File: config.mk
export PLATFORM = sky130hd
export DESIGN_NAME = multicycle_cpu_core_flat
export DESIGN_NICKNAME = d
export VERILOG_FILES = /design/src/rtl/multicycle_cpu_core_if.sv /design/src/rtl/multicycle_cpu_core.sv /design/src/flat_wrapper.sv
export SDC_FILE = /design/constraint.sdc
export NUM_CORES = 1
export LEC_CHECK = 0
export ABC_CLOCK_PERIOD_IN_PS = 3330
export CAP_MARGIN = 20
export CORE_MARGIN = 5
export CORE_UTILIZATION = 55
export DETAILED_ROUTE_END_ITERATION = 8
export PLACE_DENSITY = 0.78
export SYNTH_ARGS = -nofsm -noshare
export SYNTH_HDL_FRONTEND = slang
export SYNTH_SLANG_ARGS = --single-unit
File: constraint.sdc
create_clock -name clk -period 3.33 [get_ports clk]
set_input_delay 0.666 -clock clk [delete_from_list [all_inputs] [get_ports clk]]
set_output_delay 0.666 -clock clk [all_outputs]
set_load 0.01 [all_outputs]
File: src/rtl/multicycle_cpu_core_if.sv
// Instruction-fetch and data-memory handshake bundle for multicycle_cpu_core.
// master = core side, slave = ROM/RAM wrapper side.
interface multicycle_cpu_core_if #(
  parameter int DATA_W = 8
);
  logic              instr_req;
  logic [DATA_W-1:0] instr_addr;
  logic              instr_valid;
  logic [31:0]       instr_data;
  logic              mem_req;
  logic              mem_we;
  logic [DATA_W-1:0] mem_addr;
  logic [DATA_W-1:0] mem_wdata;
  logic              mem_ready;
  logic [DATA_W-1:0] mem_rdata;

  modport master (
    output instr_req, instr_addr, mem_req, mem_we, mem_addr, mem_wdata,
    input  instr_valid, instr_data, mem_ready, mem_rdata
  );
  modport slave (
    input  instr_req, instr_addr, mem_req, mem_we, mem_addr, mem_wdata,
    output instr_valid, instr_data, mem_ready, mem_rdata
  );
endinterface

File: src/rtl/multicycle_cpu_core.sv
// Multicycle MIPS-style core: FETCH/DECODE/EXEC/MEM/WB/HALT FSM with
// valid/ready handshakes to instruction and data memory, hardwired-zero r0.
module multicycle_cpu_core #(
  parameter  int DATA_W = 8,
  parameter  int NREG   = 8,
  localparam int RA_W   = $clog2(NREG)
) (
  input  logic                 clk,
  input  logic                 rst,
  multicycle_cpu_core_if.master bus,
  output logic [DATA_W-1:0]    pc,
  output logic                 halted,
  output logic [2:0]           state,
  input  logic [RA_W-1:0]      dbg_ra,
  output logic [DATA_W-1:0]    dbg_rd
);
  typedef enum logic [2:0] {
    S_FETCH  = 3'd0,
    S_DECODE = 3'd1,
    S_EXEC   = 3'd2,
    S_MEM    = 3'd3,
    S_WB     = 3'd4,
    S_HALT   = 3'd5
  } state_t;

  localparam logic [DATA_W-1:0] ONE = DATA_W'(1);

  state_t                      st, st_nx;
  logic [NREG-1:0][DATA_W-1:0] rf;
  logic [31:0]                 ir;
  logic [DATA_W-1:0]           a_q, b_q, alu_q, mdr_q, alu_y, imm, pc_inc;
  logic [5:0]                  op, funct;
  logic [RA_W-1:0]             rs, rt, rd, wr_idx;
  logic                        is_r, is_addi, is_lw, is_sw, is_beq, is_j, is_halt, is_nop;
  logic                        unused_ir;

  assign op        = ir[31:26];
  assign funct     = ir[5:0];
  assign rs        = ir[21 +: RA_W];
  assign rt        = ir[16 +: RA_W];
  assign rd        = ir[11 +: RA_W];
  assign imm       = ir[DATA_W-1:0];
  assign unused_ir = ^ir;
  assign pc_inc    = pc + ONE;

  assign is_r    = (op == 6'h00) &&
                   (funct inside {6'h20, 6'h22, 6'h24, 6'h25, 6'h2A});
  assign is_addi = (op == 6'h08);
  assign is_lw   = (op == 6'h23);
  assign is_sw   = (op == 6'h2B);
  assign is_beq  = (op == 6'h04);
  assign is_j    = (op == 6'h02);
  assign is_halt = (op == 6'h3F);
  // Unknown ops and unknown R-type functs both retire as pc+1 from EXEC.
  assign is_nop  = !(is_r || is_addi || is_lw || is_sw || is_beq || is_j || is_halt);
  assign wr_idx  = (op == 6'h00) ? rd : rt;

  always_comb begin
    alu_y = a_q + imm;
    if (op == 6'h00) begin
      case (funct)
        6'h22:   alu_y = a_q - b_q;
        6'h24:   alu_y = a_q & b_q;
        6'h25:   alu_y = a_q | b_q;
        6'h2A:   alu_y = {{(DATA_W-1){1'b0}}, ($signed(a_q) < $signed(b_q))};
        default: alu_y = a_q + b_q;
      endcase
    end
  end

  always_ff @(posedge clk or negedge rst) begin
    if (!rst) st <= S_FETCH;
    else      st <= st_nx;
  end

  always_comb begin
    st_nx = st;
    case (st)
      S_FETCH:  if (bus.instr_valid) st_nx = S_DECODE;
      S_DECODE: st_nx = S_EXEC;
      S_EXEC: begin
        if (is_halt)               st_nx = S_HALT;
        else if (is_r || is_addi)  st_nx = S_WB;
        else if (is_lw || is_sw)   st_nx = S_MEM;
        else                       st_nx = S_FETCH;
      end
      S_MEM:    if (bus.mem_ready) st_nx = is_lw ? S_WB : S_FETCH;
      S_WB:     st_nx = S_FETCH;
      S_HALT:   st_nx = S_HALT;
      default:  st_nx = S_FETCH;
    endcase
  end

  // Requests gated by rst so they fall the instant reset is asserted.
  always_comb begin
    bus.instr_req = 1'b0;
    bus.mem_req   = 1'b0;
    bus.mem_we    = 1'b0;
    if (rst) begin
      bus.instr_req = (st == S_FETCH);
      bus.mem_req   = (st == S_MEM);
      bus.mem_we    = (st == S_MEM) && is_sw;
    end
  end

  assign bus.instr_addr = pc;
  assign bus.mem_addr   = alu_q;
  assign bus.mem_wdata  = b_q;
  assign halted         = (st == S_HALT);
  assign state          = st;
  assign dbg_rd         = rf[dbg_ra];

  // rf[0] is never written, so it reads 0 without a read-side mux.
  always_ff @(posedge clk or negedge rst) begin
    if (!rst) begin
      pc    <= '0;
      ir    <= '0;
      a_q   <= '0;
      b_q   <= '0;
      alu_q <= '0;
      mdr_q <= '0;
      rf    <= '0;
    end else begin
      case (st)
        S_FETCH:  if (bus.instr_valid) ir <= bus.instr_data;
        S_DECODE: begin
          a_q <= rf[rs];
          b_q <= rf[rt];
        end
        S_EXEC: begin
          alu_q <= alu_y;
          if (is_j)                      pc <= imm;
          else if (is_beq && a_q == b_q) pc <= pc_inc + imm;
          else if (is_beq || is_nop)     pc <= pc_inc;
        end
        S_MEM: begin
          if (bus.mem_ready) begin
            if (is_lw) mdr_q <= bus.mem_rdata;
            else       pc    <= pc_inc;
          end
        end
        S_WB: begin
          if (wr_idx != '0) rf[wr_idx] <= is_lw ? mdr_q : alu_q;
          pc <= pc_inc;
        end
        default: ;
      endcase
    end
  end
endmodule

File: src/flat_wrapper.sv
// flat-port wrapper written by rule: the top's interface ports become plain ports
module multicycle_cpu_core_flat 
#(
  parameter  int DATA_W = 8,
  parameter  int NREG   = 8,
  localparam int RA_W   = $clog2(NREG)
)
  (clk, rst, pc, halted, state, dbg_ra, dbg_rd, bus_instr_req, bus_instr_addr, bus_mem_req, bus_mem_we, bus_mem_addr, bus_mem_wdata, bus_instr_valid, bus_instr_data, bus_mem_ready, bus_mem_rdata);
  multicycle_cpu_core_if #(.DATA_W(DATA_W)) bus_i ();
  input  logic clk;
  input  logic rst;
  output logic [DATA_W-1:0] pc;
  output logic halted;
  output logic [2:0] state;
  input  logic [RA_W-1:0] dbg_ra;
  output logic [DATA_W-1:0] dbg_rd;
  output wire logic [$bits(bus_i.instr_req)-1:0] bus_instr_req;
  output wire logic [$bits(bus_i.instr_addr)-1:0] bus_instr_addr;
  output wire logic [$bits(bus_i.mem_req)-1:0] bus_mem_req;
  output wire logic [$bits(bus_i.mem_we)-1:0] bus_mem_we;
  output wire logic [$bits(bus_i.mem_addr)-1:0] bus_mem_addr;
  output wire logic [$bits(bus_i.mem_wdata)-1:0] bus_mem_wdata;
  input wire logic [$bits(bus_i.instr_valid)-1:0] bus_instr_valid;
  input wire logic [$bits(bus_i.instr_data)-1:0] bus_instr_data;
  input wire logic [$bits(bus_i.mem_ready)-1:0] bus_mem_ready;
  input wire logic [$bits(bus_i.mem_rdata)-1:0] bus_mem_rdata;
  assign bus_instr_req = bus_i.instr_req;
  assign bus_instr_addr = bus_i.instr_addr;
  assign bus_mem_req = bus_i.mem_req;
  assign bus_mem_we = bus_i.mem_we;
  assign bus_mem_addr = bus_i.mem_addr;
  assign bus_mem_wdata = bus_i.mem_wdata;
  assign bus_i.instr_valid = bus_instr_valid;
  assign bus_i.instr_data = bus_instr_data;
  assign bus_i.mem_ready = bus_mem_ready;
  assign bus_i.mem_rdata = bus_mem_rdata;
  multicycle_cpu_core #(.DATA_W(DATA_W), .NREG(NREG)) u_core (.clk(clk), .rst(rst), .bus(bus_i), .pc(pc), .halted(halted), .state(state), .dbg_ra(dbg_ra), .dbg_rd(dbg_rd));
endmodule
# [Word-level counts from Yosys, hierarchy flattened]
# Cells that the tools add are included.
[totals] word_cells=101 regBits=139 inputBits=47 out_inout_bits=47
[classes] bitwise=2 addsub=5 n_lt_le_gt_ge=6 n_eq_ne=21 n_reduce_logical=23 muxes=29
[ops] cell="8-bit 2-to-1 mux" count=11
[ops] cell="8-bit binary-select mux with 3-bit select" count=3
[ops] cell="64-bit bitwise mux" count=1
[ops] cell="6-bit equality test, second input constant" count=8
[ops] cell="8-bit case mux with 4 select lines" count=1
[ops] cell="8-bit adder" count=3
[ops] cell="8-bit demux with 3-bit select" count=1
[ops] cell="8-bit case mux with 3 select lines" count=1
[ops] cell="3-bit 2-to-1 mux" count=6
[ops] cell="3-bit by 4-bit less-than comparator with 1-bit output, second input constant" count=4
[ops] cell="3-bit case mux with 5 select lines" count=1
[ops] cell="8-bit by 1-bit adder with 8-bit output, second input constant" count=1
[ops] cell="8-bit bitwise AND" count=1
[ops] cell="8-bit equality test" count=1
[ops] cell="1-bit logical OR" count=8
[ops] cell="8-bit less-than comparator" count=1
[ops] cell="8-bit OR" count=1
[ops] cell="8-bit subtractor" count=1
[ops] cell="3-bit by 2-bit equality test with 1-bit output, second input constant" count=2
[ops] cell="3-bit equality test, second input constant" count=2
[ops] cell="6-bit by 2-bit equality test with 1-bit output, second input constant" count=1
[ops] cell="6-bit by 3-bit equality test with 1-bit output, second input constant" count=1
[ops] cell="6-bit by 4-bit equality test with 1-bit output, second input constant" count=1
[ops] cell="6-bit zero test" count=1
[ops] cell="other kinds (14)" count=24

# [Depth between registers and ports, before layout]
[logic_depth] ltp_word=15 ltp_mapped=11 mapped_depth_nobuf=11

# [Least setup slack after synthesis]
# Ideal clock, no wire load.
[synth_path] path_kind="input-to-output" startpoint="in dbg_ra[0]" endpoint="out dbg_rd[0]" path_stages=4 t_required_ps=2664 path_buffers=2 arrival_ps=2193 slack_ps=471 cell_sequence="clkbuf_1 -> buf_2 -> mux4_2 -> mux2_2"
[synth_via] elab_chain_cells=2
[synth_rtl] element="start, declared" line="flat_wrapper.sv:15" source="input logic [RA_W-1:0] dbg_ra;"
[synth_rtl] element="8-bit binary-select mux with 3-bit select" line="multicycle_cpu_core.sv:111" source="assign dbg_rd = rf[dbg_ra];"
[synth_rtl] element="8-bit 2-to-1 mux (implied by the code)" line="multicycle_cpu_core.sv:111"
[synth_rtl] element="end, declared" line="flat_wrapper.sv:16" source="output logic [DATA_W-1:0] dbg_rd;"
# Every way passes these cells. The select of a mux whose other input is x is not followed.

# [Worst setup path in the final report]
[layout_path] startpoint="in dbg_ra[0]" endpoint="out dbg_rd[3]"
# Same word-level chain as after synthesis.

==> flow_summary.ini <==
[run_status]
outcome = completed

[routing]
drt-wirelength-per-cell_um = 20.5
vias = 6727
antenna_violating_nets_post_route = 0
first_pass_iters = 6
initial_detailed_routing_violation_count = 690
detail_route.vias_per_cell = 6.29
remaining_drc_errors = 0
routed_wl_mm = 21.9

[critical_path]
crit_arrival_ns = 2.57
end_kind = primary output
worstPathRequired_ns = 2.66
critical_path.startpoint_type = input port
critical_path_class = in2out
worst-path-max-fanout = 8

[power]
ir_worst_vdd_mv = 0.553
cellPowerDensity_mw_per_mm2 = 1030
p_leak_nw = 4.23
post-layout-total-power_mw = 10.2

[die]
placement_rows = 45
design.die.area_mm2 = 0.0178
die_width_um = 133
start_util_pct = 55.5
die_h_um = 133
floorplan.io_pins = 94
design.core.area_mm2 = 0.0151

[clocking]
hold_buffers = 0
clkSinkCount = 130
clock_tree.htree_level_count = 4
tritoncts = yes
clock_latency_ns = 0.43
cts-resized-gates = 1
tritoncts.num_buffers = 17
cts-root-buf = sky130_fd_sc_hd__clkbuf_16
path_clk_slew_ns = 0.05
cts_setup_buffers = 0
clk_path_buf_depth = 2

[logic_synthesis]
synth_top_area_share_pct = 38.9
synth_enable_flop_cells = 0
ys_async_sr_fraction_pct = 100
synth-seq-area-share_pct = 38.9
netlist_instances = 814
synthDistinctLibCells = 65
average_size_of_a_mapped_cell_um2 = 10.3
synth.yosys.warnings = 0
synth.net_count = 904
yosys-top-cells-area = sky130_fd_sc_hd__dfrtp_1, sky130_fd_sc_hd__mux4_2, sky130_fd_sc_hd__ha_1
synth_seq_cells = 130
syn_area_mm2 = 0.00837
netlist_top_cells_count = sky130_fd_sc_hd__dfrtp_1, sky130_fd_sc_hd__nor2_1, sky130_fd_sc_hd__nand2_1
post-synth-top-count-cell = sky130_fd_sc_hd__dfrtp_1
yosysTopAreaCell = sky130_fd_sc_hd__dfrtp_1
postSynth.topFlopCell = sky130_fd_sc_hd__dfrtp_1

[sta]
tightest_slew_ns = 0.957
grt_setup_unrepaired = no
pins_over_slew_limit = 0
post-route-worst-setup-slack_ns = 0.0933
timing.slew.headroom_pct = 36.2
layout_worst_path_cycle_share_pct = 97.2
clock_skew_ns = 0.0122
max_freq_mhz = 309
number_of_endpoints_with_negative_hold_slack_in_the_final_report = 0
setup_viol = 0
finalWorstPathRequiredPeriod_ns = 3.24

[cells_and_area]
fill_cells = 1142
fin_nets = 960
layout-drive-gt1-share_pct = 16.4
area_growth_syn_to_layout_pct = 18.7
diodes = 0

[flow_run]
drv.max_cap_violation_count = 0

[grt]
antenna_found_initial = 0
global_route_wire_length_before_repair_mm = 36.0
grtUsageTotal_pct = 25.6
grt_overflow_total = 0
grt_max_degree = 78
grt_pass1_vias = 6620

[placement]
hpwl_mm = 15.6
gpl_congestion = 0.906
numPortBuffers = 84
dp_slack_ns = -0.0152

[min_path]
min-delay-path-class = reg2reg
-- final timing paths --
kind	cells past startpoint	slack, ns	to	from
worst max-delay path	5	0.09	dbg_rd[3]	dbg_ra[0]
worst min-delay path	0	0.41	u_core.rf[7]	u_core.rf[7]
worst max register to register	8	0.49	u_core.bus.instr_addr[5]	u_core.a_q[3]
worst min register to register	0	0.41	u_core.rf[7]	u_core.rf[7]
max in group asynchronous	3	1.53	u_core.ir[29]	rst
min in group asynchronous	2	0.55	u_core.rf[46]	rst
-- cells in the final DEF, fill, tap and decap left out, types with 7 or more instances in the layout --
cell	synthesis	final
sky130_fd_sc_hd__clkdlybuf4s50_1	0	82
sky130_fd_sc_hd__nor2_1	76	76
sky130_fd_sc_hd__ha_1	39	39
sky130_fd_sc_hd__mux4_2	48	48
sky130_fd_sc_hd__a221oi_1	7	7
sky130_fd_sc_hd__a21oi_1	68	68
sky130_fd_sc_hd__inv_1	33	33
sky130_fd_sc_hd__mux2_2	36	36
sky130_fd_sc_hd__nor3_1	7	7
sky130_fd_sc_hd__o22ai_1	10	10
sky130_fd_sc_hd__clkbuf_16	0	17
sky130_fd_sc_hd__a21o_1	8	8
sky130_fd_sc_hd__xnor2_1	10	10
sky130_fd_sc_hd__dfrtp_1	130	130
sky130_fd_sc_hd__mux2i_1	19	19
sky130_fd_sc_hd__nand2_1	69	69
sky130_fd_sc_hd__buf_4	12	12
sky130_fd_sc_hd__xor2_1	7	7
sky130_fd_sc_hd__o21ai_0	57	57
sky130_fd_sc_hd__nand3_1	10	10
sky130_fd_sc_hd__nand2b_1	10	10
sky130_fd_sc_hd__a31oi_1	16	16
-- cell type report --
| type | instances | area, um2 | share of cell area (%) |
|---|---|---|---|
| clock buffer | 17 | 425 | 4.28 |
| clock inverter | 14 | 188 | 1.89 |
| inverter | 33 | 124 | 1.25 |
| tap | 188 | 235 | 2.37 |
| sequential | 130 | 3250 | 32.7 |
| timing repair buffer | 98 | 992 | 9.98 |
| multi-input combinational | 590 | 4720 | 47.5 |
-- cells by family after synthesis --
family / after synthesis / share of synthesized area, %
AOI/OAI and AO/OA: 210 / 15.5
xor gates and xnor gates: 17 / 1.78
adders and majority gates: 43 / 6.78
buffers and inverters: 94 / 5.02
DFF: 130 / 38.9
muxes: 103 / 20.0
and+or+nand+nor: 217 / 12.1
-- stage by stage --
step                setup TNS (ns)  utilization, %  hold slack (ns)  cells  instance area [um2]
floorplan                        0               -            0.370    814                 8370
finish                           0            65.9            0.414   1070                 9940
global placement           -0.0109            61.6            0.402   1038                 9290
detailed placement         -0.0301            61.6            0.402   1038                 9290
global route                     0            65.9            0.444   1070                 9940
CTS                              0            65.9            0.416   1070                 9940
-- critical path, cell delays in order --
cell and delay (ns):
sky130_fd_sc_hd__dlygate4sd2_1 0.32, sky130_fd_sc_hd__bufbuf_16 0.32, sky130_fd_sc_hd__mux4_2 0.49, sky130_fd_sc_hd__mux2_2 0.29
sky130_fd_sc_hd__clkdlybuf4s50_1 0.48
-- registers in the layout, summed over array words and instances (netlist names) --
| name | cells |
|---|---|
| u_core.rf | 64 |
| u_core.ir | 23 |
| u_core.a_q | 8 |
| u_core.bus.instr_addr | 8 |
| u_core.bus.mem_addr | 8 |
| u_core.bus.mem_wdata | 8 |
| u_core.mdr_q | 8 |
| u_core.state | 3 |
-- layer usage --
| metal | share of wire, % | track usage (%) | up-vias |
|---|---|---|---|
| li1 | - | - | 3083 |
| met1 | 42 | 34.7 | 3302 |
| met2 | 50 | 41.6 | 301 |
| met3 | 6.7 | 5.06 | 41 |
| met4 | 2.1 | 8.63 | 0 |
| met5 | 0 | 0 | - |
-- report_power, final --
part,internal (mW),switching [mW]
clock network,1.24,0.714
logic,2.54,2.62
registers,2.16,0.924
(Power assumes the default switching activity.)
